===== src/rtl/traceback_ctrl_if.sv =====
// rtl/traceback_ctrl_if.sv - Direction RAM read port and alignment-op stream for traceback_ctrl
interface traceback_ctrl_if #(
   parameter int N           = 128,
   parameter int addr_lenght = $clog2((N + 1) * (N + 1)),
   parameter int idx_w       = $clog2(N + 1)
);
   logic                   rd_en;
   logic [addr_lenght-1:0] rd_addr;
   logic [2:0]             rd_data;
   logic                   op_valid;
   logic                   op_ready;
   logic [1:0]             op_code;
   logic [idx_w-1:0]       op_i;
   logic [idx_w-1:0]       op_j;

   modport master (
      output rd_en, rd_addr, op_valid, op_code, op_i, op_j,
      input  rd_data, op_ready
   );

   modport slave (
      input  rd_en, rd_addr, op_valid, op_code, op_i, op_j,
      output rd_data, op_ready
   );
endinterface


===== src/rtl/traceback_ctrl.sv =====
// rtl/traceback_ctrl.sv - Needleman-Wunsch traceback sequencer (Direction RAM walk -> op stream)
// Optional accepted-op counter output op_cnt enabled by defining TB_OPCOUNT_EN.
module traceback_ctrl #(
   parameter int N           = 128,
   parameter int addr_lenght = $clog2((N + 1) * (N + 1)),
   parameter int idx_w       = $clog2(N + 1)
) (
   input  logic             clk,
   input  logic             rst,
   input  logic             start,
   input  logic [idx_w-1:0] len_a,
   input  logic [idx_w-1:0] len_b,
   traceback_ctrl_if.master bus,
   output logic             busy,
   output logic             done,
   output logic             err
`ifdef TB_OPCOUNT_EN
   ,
   output logic [idx_w:0]   op_cnt
`endif
);
   typedef enum logic [2:0] {S_IDLE, S_ISSUE, S_WAIT, S_EMIT, S_DONE} state_t;

   localparam logic [1:0] OP_DIAG = 2'b01;
   localparam logic [1:0] OP_UP   = 2'b10;
   localparam logic [1:0] OP_LEFT = 2'b11;

   state_t                 state;
   state_t                 state_nxt;
   logic [idx_w-1:0]       i_r;
   logic [idx_w-1:0]       j_r;
   logic [idx_w-1:0]       i_nxt;
   logic [idx_w-1:0]       j_nxt;
   logic [addr_lenght-1:0] addr_r;
   logic [addr_lenght-1:0] addr_step;
   logic [1:0]             code_r;
   logic [1:0]             dec_code;
   logic                   dec_bad;
   logic                   accept;

   // diag > up > left when several direction bits are set
   always_comb begin
      dec_code = OP_DIAG;
      dec_bad  = 1'b0;
      if (bus.rd_data[2])      dec_code = OP_DIAG;
      else if (bus.rd_data[1]) dec_code = OP_UP;
      else if (bus.rd_data[0]) dec_code = OP_LEFT;
      else                     dec_bad  = 1'b1;
   end

   // Row-major stepping keeps the address incremental: diag -(N+2), up -(N+1), left -1
   always_comb begin
      i_nxt     = i_r;
      j_nxt     = j_r;
      addr_step = '0;
      case (code_r)
         OP_DIAG: begin
            i_nxt     = i_r - idx_w'(1);
            j_nxt     = j_r - idx_w'(1);
            addr_step = addr_lenght'(N + 2);
         end
         OP_UP: begin
            i_nxt     = i_r - idx_w'(1);
            addr_step = addr_lenght'(N + 1);
         end
         OP_LEFT: begin
            j_nxt     = j_r - idx_w'(1);
            addr_step = addr_lenght'(1);
         end
         default: ;
      endcase
   end

   assign accept = (state == S_EMIT) && bus.op_ready;

   always_ff @(posedge clk) begin
      if (rst) state <= S_IDLE;
      else     state <= state_nxt;
   end

   always_comb begin
      state_nxt    = state;
      bus.rd_en    = 1'b0;
      bus.op_valid = 1'b0;
      bus.op_code  = 2'b00;
      busy         = 1'b0;
      done         = 1'b0;
      case (state)
         S_IDLE: begin
            if (start) begin
               if (len_a == '0 && len_b == '0)      state_nxt = S_DONE;
               else if (len_a == '0 || len_b == '0) state_nxt = S_EMIT;
               else                                 state_nxt = S_ISSUE;
            end
         end
         S_ISSUE: begin
            bus.rd_en = 1'b1;
            busy      = 1'b1;
            state_nxt = S_WAIT;
         end
         S_WAIT: begin
            busy      = 1'b1;
            state_nxt = dec_bad ? S_DONE : S_EMIT;
         end
         S_EMIT: begin
            busy         = 1'b1;
            bus.op_valid = 1'b1;
            bus.op_code  = code_r;
            if (bus.op_ready) begin
               if (i_nxt == '0 && j_nxt == '0)      state_nxt = S_DONE;
               else if (i_nxt == '0 || j_nxt == '0) state_nxt = S_EMIT;
               else                                 state_nxt = S_ISSUE;
            end
         end
         S_DONE: begin
            done      = 1'b1;
            state_nxt = S_IDLE;
         end
         default: state_nxt = S_IDLE;
      endcase
   end

   assign bus.rd_addr = addr_r;
   assign bus.op_i    = i_r;
   assign bus.op_j    = j_r;

   // Boundary cells never read the RAM, so their op code is set here directly
   always_ff @(posedge clk) begin
      if (rst) begin
         i_r    <= '0;
         j_r    <= '0;
         addr_r <= '0;
         code_r <= 2'b00;
         err    <= 1'b0;
      end else begin
         case (state)
            S_IDLE: begin
               if (start) begin
                  i_r    <= len_a;
                  j_r    <= len_b;
                  addr_r <= addr_lenght'(len_a) * addr_lenght'(N + 1) + addr_lenght'(len_b);
                  code_r <= (len_a == '0) ? OP_LEFT : OP_UP;
                  err    <= 1'b0;
               end
            end
            S_WAIT: begin
               if (dec_bad) err    <= 1'b1;
               else         code_r <= dec_code;
            end
            S_EMIT: begin
               if (accept) begin
                  i_r    <= i_nxt;
                  j_r    <= j_nxt;
                  addr_r <= addr_r - addr_step;
                  code_r <= (i_nxt == '0) ? OP_LEFT : OP_UP;
               end
            end
            default: ;
         endcase
      end
   end

`ifdef TB_OPCOUNT_EN
   always_ff @(posedge clk) begin
      if (rst)                        op_cnt <= '0;
      else if (state == S_IDLE && start) op_cnt <= '0;
      else if (accept)                op_cnt <= op_cnt + (idx_w + 1)'(1);
   end
`endif
endmodule


===== src/flat_wrapper.sv =====
// flat-port wrapper written by rule: the top's interface ports become plain ports
module traceback_ctrl_flat 
#(
   parameter int N           = 128,
   parameter int addr_lenght = $clog2((N + 1) * (N + 1)),
   parameter int idx_w       = $clog2(N + 1)
)
  (clk, rst, start, len_a, len_b, busy, done, err, bus_rd_en, bus_rd_addr, bus_op_valid, bus_op_code, bus_op_i, bus_op_j, bus_rd_data, bus_op_ready);
  traceback_ctrl_if #(.N(N), .addr_lenght(addr_lenght), .idx_w(idx_w)) bus_i ();
  input  logic clk;
  input  logic rst;
  input  logic start;
  input  logic [idx_w-1:0] len_a;
  input  logic [idx_w-1:0] len_b;
  output logic busy;
  output logic done;
  output logic err;
  output wire logic [$bits(bus_i.rd_en)-1:0] bus_rd_en;
  output wire logic [$bits(bus_i.rd_addr)-1:0] bus_rd_addr;
  output wire logic [$bits(bus_i.op_valid)-1:0] bus_op_valid;
  output wire logic [$bits(bus_i.op_code)-1:0] bus_op_code;
  output wire logic [$bits(bus_i.op_i)-1:0] bus_op_i;
  output wire logic [$bits(bus_i.op_j)-1:0] bus_op_j;
  input wire logic [$bits(bus_i.rd_data)-1:0] bus_rd_data;
  input wire logic [$bits(bus_i.op_ready)-1:0] bus_op_ready;
  assign bus_rd_en = bus_i.rd_en;
  assign bus_rd_addr = bus_i.rd_addr;
  assign bus_op_valid = bus_i.op_valid;
  assign bus_op_code = bus_i.op_code;
  assign bus_op_i = bus_i.op_i;
  assign bus_op_j = bus_i.op_j;
  assign bus_i.rd_data = bus_rd_data;
  assign bus_i.op_ready = bus_op_ready;
  traceback_ctrl #(.N(N), .addr_lenght(addr_lenght), .idx_w(idx_w)) u_core (.clk(clk), .rst(rst), .start(start), .len_a(len_a), .len_b(len_b), .bus(bus_i), .busy(busy), .done(done), .err(err));
endmodule

===== config.mk =====
export PLATFORM = sky130hd
export DESIGN_NAME = traceback_ctrl_flat
export DESIGN_NICKNAME = d
export VERILOG_FILES = /design/src/rtl/traceback_ctrl_if.sv /design/src/rtl/traceback_ctrl.sv /design/src/flat_wrapper.sv
export SDC_FILE = /design/constraint.sdc
export NUM_CORES = 1
export LEC_CHECK = 0
export CORE_ASPECT_RATIO = 0.6
export CORE_UTILIZATION = 48
export CTS_CLUSTER_DIAMETER = 80
export DETAILED_ROUTE_END_ITERATION = 6
export PLACE_DENSITY = 0.75
export SYNTH_ARGS = -nofsm -noshare
export SYNTH_HDL_FRONTEND = slang
export SYNTH_SLANG_ARGS = --single-unit

===== constraint.sdc =====
create_clock -name clk -period 2.9 [get_ports clk]
set_input_delay 0.435 -clock clk [delete_from_list [all_inputs] [get_ports clk]]
set_output_delay 0.435 -clock clk [all_outputs]
set_load 0.1 [all_outputs]

==> metrics.md <==
| Metric | Value |
|---|---|
| Outcome | `completed` |
| Via count | `3788` |
| Hold path start | `u_core.bus.rd_addr[0]$_SDFFE_PP0P_` |
| Hpwl dp | `7.990 mm` |
| Total routed wirelength | `11.22 mm` |
| Yosys reg bits | `37` |
| Total die area | `7340 sq um` |
| Number of global-route vias before repair | `3442` |
| Congestion Overflow GR | `0` |
| # setup viols final | `0` |
| Worst Path Max Fanout | `4` |
| Fmax | `0.3474 GHz` |
| Worst-skew pair later-pin latency | `0.28 ns` |
| Xor and xnor area share after synthesis | `3.132%` |
| Area share of fa/ha/maj cells after synthesis | `18.20%` |
| Max-cap violation count | `0` |
| Simple-gate share of the synthesized area | `23.38%` |
| Final period util | `99.27%` |
| First-pass GRT wire length | `17.29 mm` |
| Rows | `23` |
| Reg2reg start | `u_core.code_r[1]$_SDFFE_PP0P_` |
| Most frequent cells in the layout | `buf_4, nor2_1, dfxtp_1, nand2_1, a21oi_1` |
| Met3 Resource Use GR | `7.730%` |
| Fill count | `524` |
| Grt met2 use | `47.97%` |
| Drc violations | `0` |
| Post-DRT Antenna Nets | `0` |
| Multiplexer share of the synthesized area | `0.8949%` |
| Post-synth cell types | `61` |
| Power Dens Cells | `634.3 nW/um^2` |
| Initial antenna violation count | `0` |
| Largest net degree at the start of global routing | `59` |
| Post-Layout Cell Count | `599` |
| TritonCTS buffer count | `5` |
| Hold Vio Cnt, Final | `0` |
| Worst setup startpoint | `len_b[6]` |
| Tightest Pin Transition | `0.5593 ns` |
| CP arrival | `3.04 ns` |
| Gate power share | `58.3%` |
| Hold Slack | `0.5029 ns` |
| Post-synth net total | `496` |
| Async set-reset flop share out of synthesis | `0%` |
| Vias per std cell | `6.324` |
| Synth Area in Compound Gates | `27.40%` |
| Worst min path class | `reg2reg` |
| Layout area overhead | `39.04%` |
| Ys Warns | `0` |
| Commonest non-fill, non-tap cell in the layout | `buf_4` |
| Layer carrying the most global-route usage | `met2` |
| Synth Cell Area | `3356 sq um` |
| IO Port Bufs | `60` |
| Met1 usage | `42.69%` |
| Core ar. | `6705 sq um` |
| CP Capture Type | `register` |
| Internal Power | `1.521 mW` |
| Hold Buf Count CTS | `0` |
| Leakage | `1.979 nW` |
| Startpoint types | `input port` |
| WL/cell | `18.73 um` |
| Switching pwr | `1.439 mW` |
| Routability cong. | `0.9801` |
| Share of cells above drive strength 1 | `26.37%` |
| Final min period | `2.879 ns` |
| TritonRoute pass-1 iters | `6` |
| CP required | `3.06 ns` |
| CTS Root Cell | `clkbuf_16` |
| Sequential power share | `22.9%` |
| CTS tree | `done` |
| H-tree depth | `2` |
| Mapped Avg Cell Area | `7.877 sq um` |
| Top FF cell, synth | `dfxtp_1` |
| Syn Inst Count | `426` |
| Iteration-0 DRC Markers | `389` |
| EDFF count, synth | `0` |
| Clock share of power | `18.8%` |
| Fin Setup TNS | `0 ns` |
| Maximum clock path buffer count | `2` |
| Clock sinks | `37` |
| Worst vdd ir | `638.7 uV` |
| Die Ht | `66.77 um` |
| Ant diodes | `0` |
| Sequential share of the synthesized area | `22.07%` |
| Initial Utilization | `50.05%` |
| Power, Total | `2.960 mW` |
| DIE WIDTH | `109.9 um` |
| Net Sw Frac | `48.61%` |
| DP Cell Count | `590` |
| Fin Clk Skew | `0.004201 ns` |
| Critical path type | `in2reg` |
| Slew headroom | `62.66%` |
| Final net count | `582` |
| Clk slew on worst S/H paths | `0.06 ns` |
| Max-slew violation count | `0` |
| Largest family of logic cells by synthesized area | `compound AO/OA/AOI/OAI gates` |
| Total GRT Usage | `31.20%` |
| I/O pin count | `61` |
==> power by group through the flow <==
| stage | Clock, mW | Combinational, mW | Sequential, mW |
|---|---|---|---|
| 5_1_grt | 0.578 | 1.83 | 0.688 |
| 6_report | 0.556 | 1.72 | 0.679 |
| 4_1_cts | 0.554 | 1.66 | 0.673 |
| 3_3_place_gp | 0 | 1.57 | 0.680 |
| 2_1_floorplan | 0 | 0.773 | 1.07 |
| 3_5_place_dp | 0 | 1.60 | 0.684 |
==> cells in the mapped netlist, types with 3 or more instances <==
| master | count | share of area (%) |
|---|---|---|
| or4_1 | 8 | 1.8 |
| nor3b_1 | 3 | 0.67 |
| fa_1 | 3 | 1.8 |
| and2_1 | 3 | 0.56 |
| ha_1 | 44 | 16 |
| xnor2_1 | 9 | 2.3 |
| o22ai_1 | 3 | 0.56 |
| nand4_1 | 5 | 0.93 |
| xor2_1 | 3 | 0.78 |
| a311oi_1 | 4 | 1.0 |
| a21oi_1 | 27 | 4.0 |
| o21ai_0 | 25 | 3.7 |
| mux2i_1 | 3 | 0.89 |
| nor2_1 | 48 | 5.4 |
| buf_2 | 9 | 1.3 |
| a21o_1 | 7 | 1.6 |
| a31oi_1 | 7 | 1.3 |
| or2_2 | 3 | 0.56 |
| a211oi_1 | 12 | 2.7 |
| nand2_1 | 28 | 3.1 |
| nor3_1 | 19 | 2.8 |
| nand3_1 | 10 | 1.5 |
| a221oi_1 | 5 | 1.3 |
| a2bb2oi_1 | 3 | 0.78 |
| inv_1 | 18 | 2.0 |
| clkbuf_1 | 14 | 1.6 |
| a22oi_1 | 9 | 2.0 |
| dfxtp_1 | 37 | 22 |
| o31ai_1 | 4 | 0.89 |
| or3_1 | 12 | 2.2 |
==> worst max-delay path, stage by stage <==
cell,delay (ns)
dlygate4sd2_1,0.26
ha_2,0.20
ha_4,0.25
ha_4,0.16
fa_1,0.48
ha_4,0.19
buf_4,0.14
a211oi_1,0.46
a211oi_2,0.17
xnor2_1,0.19
a21oi_1,0.08
==> layout make-up <==
class                   count  area (sq um)  area share, %
multi-input cells         348          2768          59.32
well taps                  87         108.9          2.333
flip-flops and latches     37         740.7          15.88
inverters                  18         67.56          1.448
repair buffers            102         838.3          17.97
clock buffers               7         142.6          3.057
==> metrics by stage <==
stage,utilization (%),instance area (sq um),setup WS (ns)
after CTS,68.20,4573,0.0003200
after global routing,69.58,4666,-0.06022
after detailed placement,63.76,4275,-0.6644
after global placement,63.76,4275,-0.5746
final,69.58,4666,0.02125
after floorplan,-,3421,0.001091
==> worst paths after layout <==
kind	to	slack (ns)	depth (start not counted)
hold reg to reg	u_core.bus.rd_addr[0]$_SDFFE_PP0P_	0.50	2
setup / recovery	u_core.bus.rd_addr[14]$_SDFFE_PP0P_	0.02	11
hold / removal	u_core.bus.rd_addr[0]$_SDFFE_PP0P_	0.50	2
setup reg to reg	u_core.code_r[0]$_SDFFE_PP0P_	0.14	7
==> state kept, by name, indices dropped and copies added, names as in the netlist <==
| name | count |
|---|---|
| u_core.bus.op_i | 8 |
| u_core.bus.op_j | 8 |
| u_core.bus.rd_addr | 15 |
| u_core.code_r | 2 |
| u_core.err | 1 |
| u_core.state | 3 |
==> timing repair <==
item,4_1_cts,5_1_grt
buffers inserted,1,1
pin swaps,15,12
gates cloned,0,0
endpoints found under the setup margin,8,8
resized for setup,33,18
==> routing by layer <==
layer	share of wire [%]	wire [um]
met4	1.4	161
met1	45	5072
met3	8.9	996
met5	0	0
met2	44	4986
==> kinds of logic after synthesis <==
logic type | after synthesis
muxes | 3
AOI/OAI and AO/OA | 131
adders and majority gates | 47
DFF | 37
xor gates and xnor gates | 12
buffers and inverters | 41
and+or+nand+nor | 155
Note: power is estimated with default switching activity, not from simulation.
